`src/rtl/vga_timing_gen.sv`:
```
// rtl/vga_timing_gen.sv - 800x600@60 raster timing generator with strobes, frame counter and sync delay
//
// Ports:
//   clock        in   pixel clock (40 MHz)
//   reset_n      in   asynchronous active-low reset
//   HS, VS       out  horizontal / vertical sync (active level HS_POL / VS_POL)
//   blank        out  1 = outside visible area
//   row, col     out  visible line / pixel index, 0 while blanked
//   line_start   out  one-clock pulse at h_cnt == 0 of every line
//   frame_start  out  one-clock pulse at h_cnt == 0, v_cnt == 0
//   frame_count  out  frames started since reset, wraps at 256
//   red/green/blue out test pattern (color bars) when VGA_TIMING_TESTPATTERN_EN is defined, else 0
//
// HS, VS, blank, line_start, frame_start and RGB are delayed by PIPE_DLY extra
// clocks; row, col and frame_count are not, so draw logic with PIPE_DLY latency
// lands its color on the matching sync/blank.

module vga_timing_gen #(
  parameter int   H_ACTIVE = 800,
  parameter int   H_FP     = 40,
  parameter int   H_SYNC   = 128,
  parameter int   H_BP     = 88,
  parameter int   V_ACTIVE = 600,
  parameter int   V_FP     = 1,
  parameter int   V_SYNC   = 4,
  parameter int   V_BP     = 23,
  parameter logic HS_POL   = 1'b1,
  parameter logic VS_POL   = 1'b1,
  parameter int   PIPE_DLY = 0
) (
  input  logic       clock,
  input  logic       reset_n,
  output logic       HS,
  output logic       VS,
  output logic       blank,
  output logic [9:0] row,
  output logic [9:0] col,
  output logic       line_start,
  output logic       frame_start,
  output logic [7:0] frame_count,
  output logic [7:0] red,
  output logic [7:0] green,
  output logic [7:0] blue
);

  localparam logic [10:0] H_VIS  = 11'(H_ACTIVE);
  localparam logic [10:0] HS_BEG = 11'(H_ACTIVE + H_FP);
  localparam logic [10:0] HS_END = 11'(H_ACTIVE + H_FP + H_SYNC);
  localparam logic [10:0] H_LAST = 11'(H_ACTIVE + H_FP + H_SYNC + H_BP - 1);
  localparam logic [9:0]  V_VIS  = 10'(V_ACTIVE);
  localparam logic [9:0]  VS_BEG = 10'(V_ACTIVE + V_FP);
  localparam logic [9:0]  VS_END = 10'(V_ACTIVE + V_FP + V_SYNC);
  localparam logic [9:0]  V_LAST = 10'(V_ACTIVE + V_FP + V_SYNC + V_BP - 1);

  // Delayed bundle: {HS, VS, blank, line_start, frame_start, red, green, blue}
  localparam int          BW   = 29;
  localparam logic [BW-1:0] IDLE = {~HS_POL, ~VS_POL, 1'b1, 2'b00, 24'h000000};

  logic [10:0]   h_cnt;
  logic [9:0]    v_cnt;
  logic          h_vis, v_vis;
  logic          blank_d, hs_d, vs_d, ls_d, fs_d;
  logic [23:0]   rgb_d;
  logic [BW-1:0] bus_d, bus_q, bus_o;

  always_ff @(posedge clock or negedge reset_n) begin
    if (!reset_n) begin
      h_cnt <= '0;
      v_cnt <= '0;
    end else if (h_cnt == H_LAST) begin
      h_cnt <= '0;
      v_cnt <= (v_cnt == V_LAST) ? '0 : v_cnt + 10'd1;
    end else begin
      h_cnt <= h_cnt + 11'd1;
    end
  end

  always_comb begin
    h_vis   = (h_cnt < H_VIS);
    v_vis   = (v_cnt < V_VIS);
    blank_d = !(h_vis && v_vis);
    hs_d    = (h_cnt >= HS_BEG && h_cnt < HS_END) ? HS_POL : ~HS_POL;
    vs_d    = (v_cnt >= VS_BEG && v_cnt < VS_END) ? VS_POL : ~VS_POL;
    ls_d    = (h_cnt == 11'd0);
    fs_d    = ls_d && (v_cnt == 10'd0);
  end

`ifdef VGA_TIMING_TESTPATTERN_EN
  // Eight 100-column bars across the visible line, black while blanked.
  always_comb begin
    rgb_d = 24'h000000;
    if (!blank_d) begin
      if      (h_cnt < 11'd100) rgb_d = 24'hFFFFFF;
      else if (h_cnt < 11'd200) rgb_d = 24'hFFFF00;
      else if (h_cnt < 11'd300) rgb_d = 24'h00FFFF;
      else if (h_cnt < 11'd400) rgb_d = 24'h00FF00;
      else if (h_cnt < 11'd500) rgb_d = 24'hFF00FF;
      else if (h_cnt < 11'd600) rgb_d = 24'hFF0000;
      else if (h_cnt < 11'd700) rgb_d = 24'h0000FF;
      else                      rgb_d = 24'h000000;
    end
  end
`else
  assign rgb_d = 24'h000000;
`endif

  assign bus_d = {hs_d, vs_d, blank_d, ls_d, fs_d, rgb_d};

  // Output register stage; frame_count steps on the edge that raises frame_start.
  always_ff @(posedge clock or negedge reset_n) begin
    if (!reset_n) begin
      bus_q       <= IDLE;
      row         <= '0;
      col         <= '0;
      frame_count <= '0;
    end else begin
      bus_q       <= bus_d;
      row         <= v_vis ? v_cnt : 10'd0;
      col         <= h_vis ? h_cnt[9:0] : 10'd0;
      frame_count <= frame_count + {7'd0, fs_d};
    end
  end

  generate
    if (PIPE_DLY == 0) begin : g_nodly
      assign bus_o = bus_q;
    end else begin : g_dly
      logic [BW-1:0] dly [PIPE_DLY];
      always_ff @(posedge clock or negedge reset_n) begin
        if (!reset_n) begin
          for (int i = 0; i < PIPE_DLY; i++) dly[i] <= IDLE;
        end else begin
          dly[0] <= bus_q;
          for (int i = 1; i < PIPE_DLY; i++) dly[i] <= dly[i-1];
        end
      end
      assign bus_o = dly[PIPE_DLY-1];
    end
  endgenerate

  assign {HS, VS, blank, line_start, frame_start, red, green, blue} = bus_o;

endmodule

```
`config.mk`:
```
export PLATFORM = sky130hd
export DESIGN_NAME = vga_timing_gen
export DESIGN_NICKNAME = d
export VERILOG_FILES = /design/src/rtl/vga_timing_gen.sv
export SDC_FILE = /design/constraint.sdc
export NUM_CORES = 1
export LEC_CHECK = 0
export BUFFER_PORTS_ARGS = -buffer_cell sky130_fd_sc_hd__buf_2
export CORE_ASPECT_RATIO = 1.2
export CORE_MARGIN = 3
export CORE_UTILIZATION = 55
export CTS_CLUSTER_SIZE = 25
export DETAILED_ROUTE_END_ITERATION = 10
export PLACE_DENSITY = 0.89
export SYNTH_ARGS = -nofsm -noshare
export SYNTH_HDL_FRONTEND = slang
export SYNTH_SLANG_ARGS = --single-unit
```
`constraint.sdc`:
```
create_clock -name clock -period 4.3 [get_ports clock]
set_clock_uncertainty 0.05 [all_clocks]
set_input_delay 1.29 -clock clock [delete_from_list [all_inputs] [get_ports clock]]
set_output_delay 1.29 -clock clock [all_outputs]
set_load 0.01 [all_outputs]
```
==> impl_metrics.sql <==
INSERT INTO impl_metrics (metric_group, metric, value, unit) VALUES
('status', 'result_of_the_run', 'complete, no violations', ''),
('drt', 'drt_first_pass_iters', '4', ''),
('worst_setup_path', 'worst_path_largest_cell_delay', '0.59', 'ns'),
('global_routing', 'wire_length_of_the_first_global_routing_pass', '7660', 'um'),
('sta', 'max_slew.worst_pin.slew', '0.920', 'ns'),
('power_and_ir_drop', 'swShare', '0.223', ''),
('synth', 'synth.lib_cells_used.distinct', '33', ''),
('clock_network', 'ctsHtreeMaxLevel', '2', ''),
('flow_run', 'max_cap_viol_count', '0', ''),
('synth', 'syn_area_per_cell', '10.9', 'um^2'),
('clock_network', 'path_clk_slew', '0.09', 'ns'),
('worst_setup_path', 'worst_r2r_path_depth', '8', ''),
('clock_network', 'cts_sinks', '54', ''),
('sta', 'rsz0062_at_grt', 'no', ''),
('worst_setup_path', 'critical-path-top-delay-family', 'simple AND/OR/NAND/NOR gates', ''),
('sta', 'finalCriticalPeriod', '2.77', 'ns'),
('floorplanning', 'start_util', '0.595', ''),
('hold_path', 'timing.hold.worst.class', 'flop to flop', ''),
('synth', 'synth_top_area_frac', '0.544', ''),
('floorplanning', 'ioPinCount', '59', ''),
('power_and_ir_drop', 'power.switching', '0.179', 'mW'),
('power_and_ir_drop', 'report.power.total', '0.802', 'mW'),
('drt', 'vias_per_cell', '5.36', ''),
('worst_setup_path', 'critical_path_cell_count', '8', ''),
('global_routing', 'antenna_found_initial', '0', ''),
('synth', 'yosys.cell_count.top_type', 'dfrtp_1', ''),
('worst_setup_path', 'worst_path_max_fanout', '6', ''),
('sta', 'setup_ws', '1.53', 'ns'),
('global_routing', 'grt_overflow', '0', ''),
('sta', 'achievable-frequency', '361', 'MHz'),
('sta', 'timing.slew.headroom', '0.383', ''),
('synth', 'seq_cells_post_synth', '54', ''),
('clock_network', 'cts_repair_resize_count', '0', ''),
('clock_network', 'cts_setup_buffers', '0', ''),
('drt', 'drtIter0Drc', '198', ''),
('floorplanning', 'core_area', '4100', 'um^2'),
('worst_setup_path', 'end_kind', 'flop', ''),
('drt', 'finalWirelength', '4540', 'um'),
('global_routing', 'grt_start_max_net_pins', '31', ''),
('synth', 'synthesis.yosys.warnings', '0', ''),
('floorplanning', 'die_width', '66.8', 'um'),
('power_and_ir_drop', 'power.share.combinational', '0.025', ''),
('sta', 'report.final.hold_viol_count', '0', ''),
('worst_setup_path', 'worst-path-buf-inv', '0', ''),
('synth', 'synth_area', '2440', 'um^2'),
('cells_and_area', 'area_delta_synth_final', '8.77', '%'),
('drt', 'post_detailed_route_drc_marker_count', '0', ''),
('synth', 'async_reset_ff_frac', '1.00', ''),
('clock_network', 'cts-buffers-inserted', '5', ''),
('drt', 'drtAntennaViolNets', '0', ''),
('global_routing', 'first_global_vias', '1619', ''),
('cells_and_area', 'post_route_cells_drive_above_1_share', '0.181', ''),
('worst_setup_path', 'critical_path.cell_chain', 'or4_4 -> nor4bb_1 -> and4_1 -> ha_1 -> and3_1 -> nand3_1 -> or2_2 -> xnor2_1', ''),
('worst_setup_path', 'setup.worst_path.class', 'flop to flop', ''),
('sta', 'period_share', '0.644', ''),
('power_and_ir_drop', 'total_internal_power', '0.623', 'mW'),
('power_and_ir_drop', 'ir_drop', '0.111', 'mV'),
('drt', 'avgRoutedWirePerCell', '14.5', 'um'),
('hold_path', 'depth_of_the_worst_hold_timing_path', '1', ''),
('worst_setup_path', 'critPathArrivalTime', '2.92', 'ns'),
('cells_and_area', 'antenna_diode_count', '0', ''),
('sta', 'setup_viol', '0', ''),
('placed_design', 'dpl.hpwl', '3300', 'um'),
('placed_design', 'place_worst_setup_slack', '1.55', 'ns'),
('floorplanning', 'fp-row-count', '25', ''),
('sta', 'setup_total_negative_slack', '0', 'ns'),
('worst_setup_path', 'cp_slowest_cell', 'or4_4', ''),
('power_and_ir_drop', 'power_frac_seq', '0.633', ''),
('drt', 'routed-via-count', '1678', ''),
('synth', 'synthTopCellsByArea', 'dfrtp_1 54%, buf_4 7.4%, ha_1 4.1%', ''),
('synth', 'synth_edf_count', '0', '');
[through the flow]
stage | instances | util | area, um^2
2_1_floorplan | 246 | - | 2530
3_3_place_gp | 305 | 0.627 | 2570
3_5_place_dp | 305 | 0.627 | 2570
4_1_cts | 313 | 0.648 | 2650
5_1_grt | 313 | 0.648 | 2650
6_report | 313 | 0.648 | 2650
[registers in the layout (all words and copies together), names as in the netlist]
signal       cells
bus_o            5
row             10
v_cnt           10
col             10
frame_count      8
h_cnt           11
[layout by cell type (no fill, tap or decap), types with 9 or more instances in the layout]
| cell | instances |
|---|---|
| a21oi_1 | 9 |
| and2_1 | 15 |
| buf_2 | 34 |
| conb_1 | 24 |
| dfrtp_1 | 53 |
| nand2_1 | 10 |
| nand3_1 | 14 |
| nor2_1 | 14 |
| xnor2_1 | 10 |
[metal layers]
layer | vias to the layer above | track usage | wire (um) | part of all wire
li1 | 763 | - | - | -
met1 | 828 | 0.224 | 1720 | 0.38
met2 | 78 | 0.337 | 2360 | 0.52
met3 | 9 | 0.0354 | 366 | 0.081
met4 | 0 | 0.0793 | 85 | 0.019
met5 | - | 0 | 0 | 0
[final timing paths]
kind | from | endpoint | slack [ns]
setup reg to reg | h_cnt[7] | frame_count[7] | 1.53
hold reg to reg | frame_count[7] | frame_count[7] | 0.44
min in group asynchronous | reset_n | row[1] | 0.95
max in group asynchronous | reset_n | bus_o[26] | 2.44
hold / removal | frame_count[7] | frame_count[7] | 0.44
setup / recovery | h_cnt[7] | frame_count[7] | 1.53
[final cells by class]
cell class | instances | area [um^2]
clock buffer | 6 | 72.6
clock inverter | 2 | 13.8
fill | 302 | 1440
inverter | 8 | 30.0
multi-input combinational | 154 | 940
sequential | 54 | 1350
tap | 54 | 67.6
timing repair buffer | 35 | 178
[cells by family after synthesis]
group,after synthesis,synth area share
flip-flops,54,0.554
XOR/XNOR,18,0.0646
AND/OR/NAND/NOR,84,0.195
AO/OA/AOI/OAI,18,0.0390
buffers and inverters,38,0.0959
multiplexers,2,0.00821
other,1,0.00154
adder cells (fa/ha/maj),8,0.0410
[power by group through the flow]
stage | Combinational [mW] | Clock, mW | Sequential, mW
2_1_floorplan | 0.0253 | 0 | 0.518
3_3_place_gp | 0.0197 | 0 | 0.517
3_5_place_dp | 0.0201 | 0 | 0.517
4_1_cts | 0.0201 | 0.279 | 0.507
5_1_grt | 0.0229 | 0.300 | 0.507
6_report | 0.0198 | 0.275 | 0.507
(Power assumes the default switching activity.)
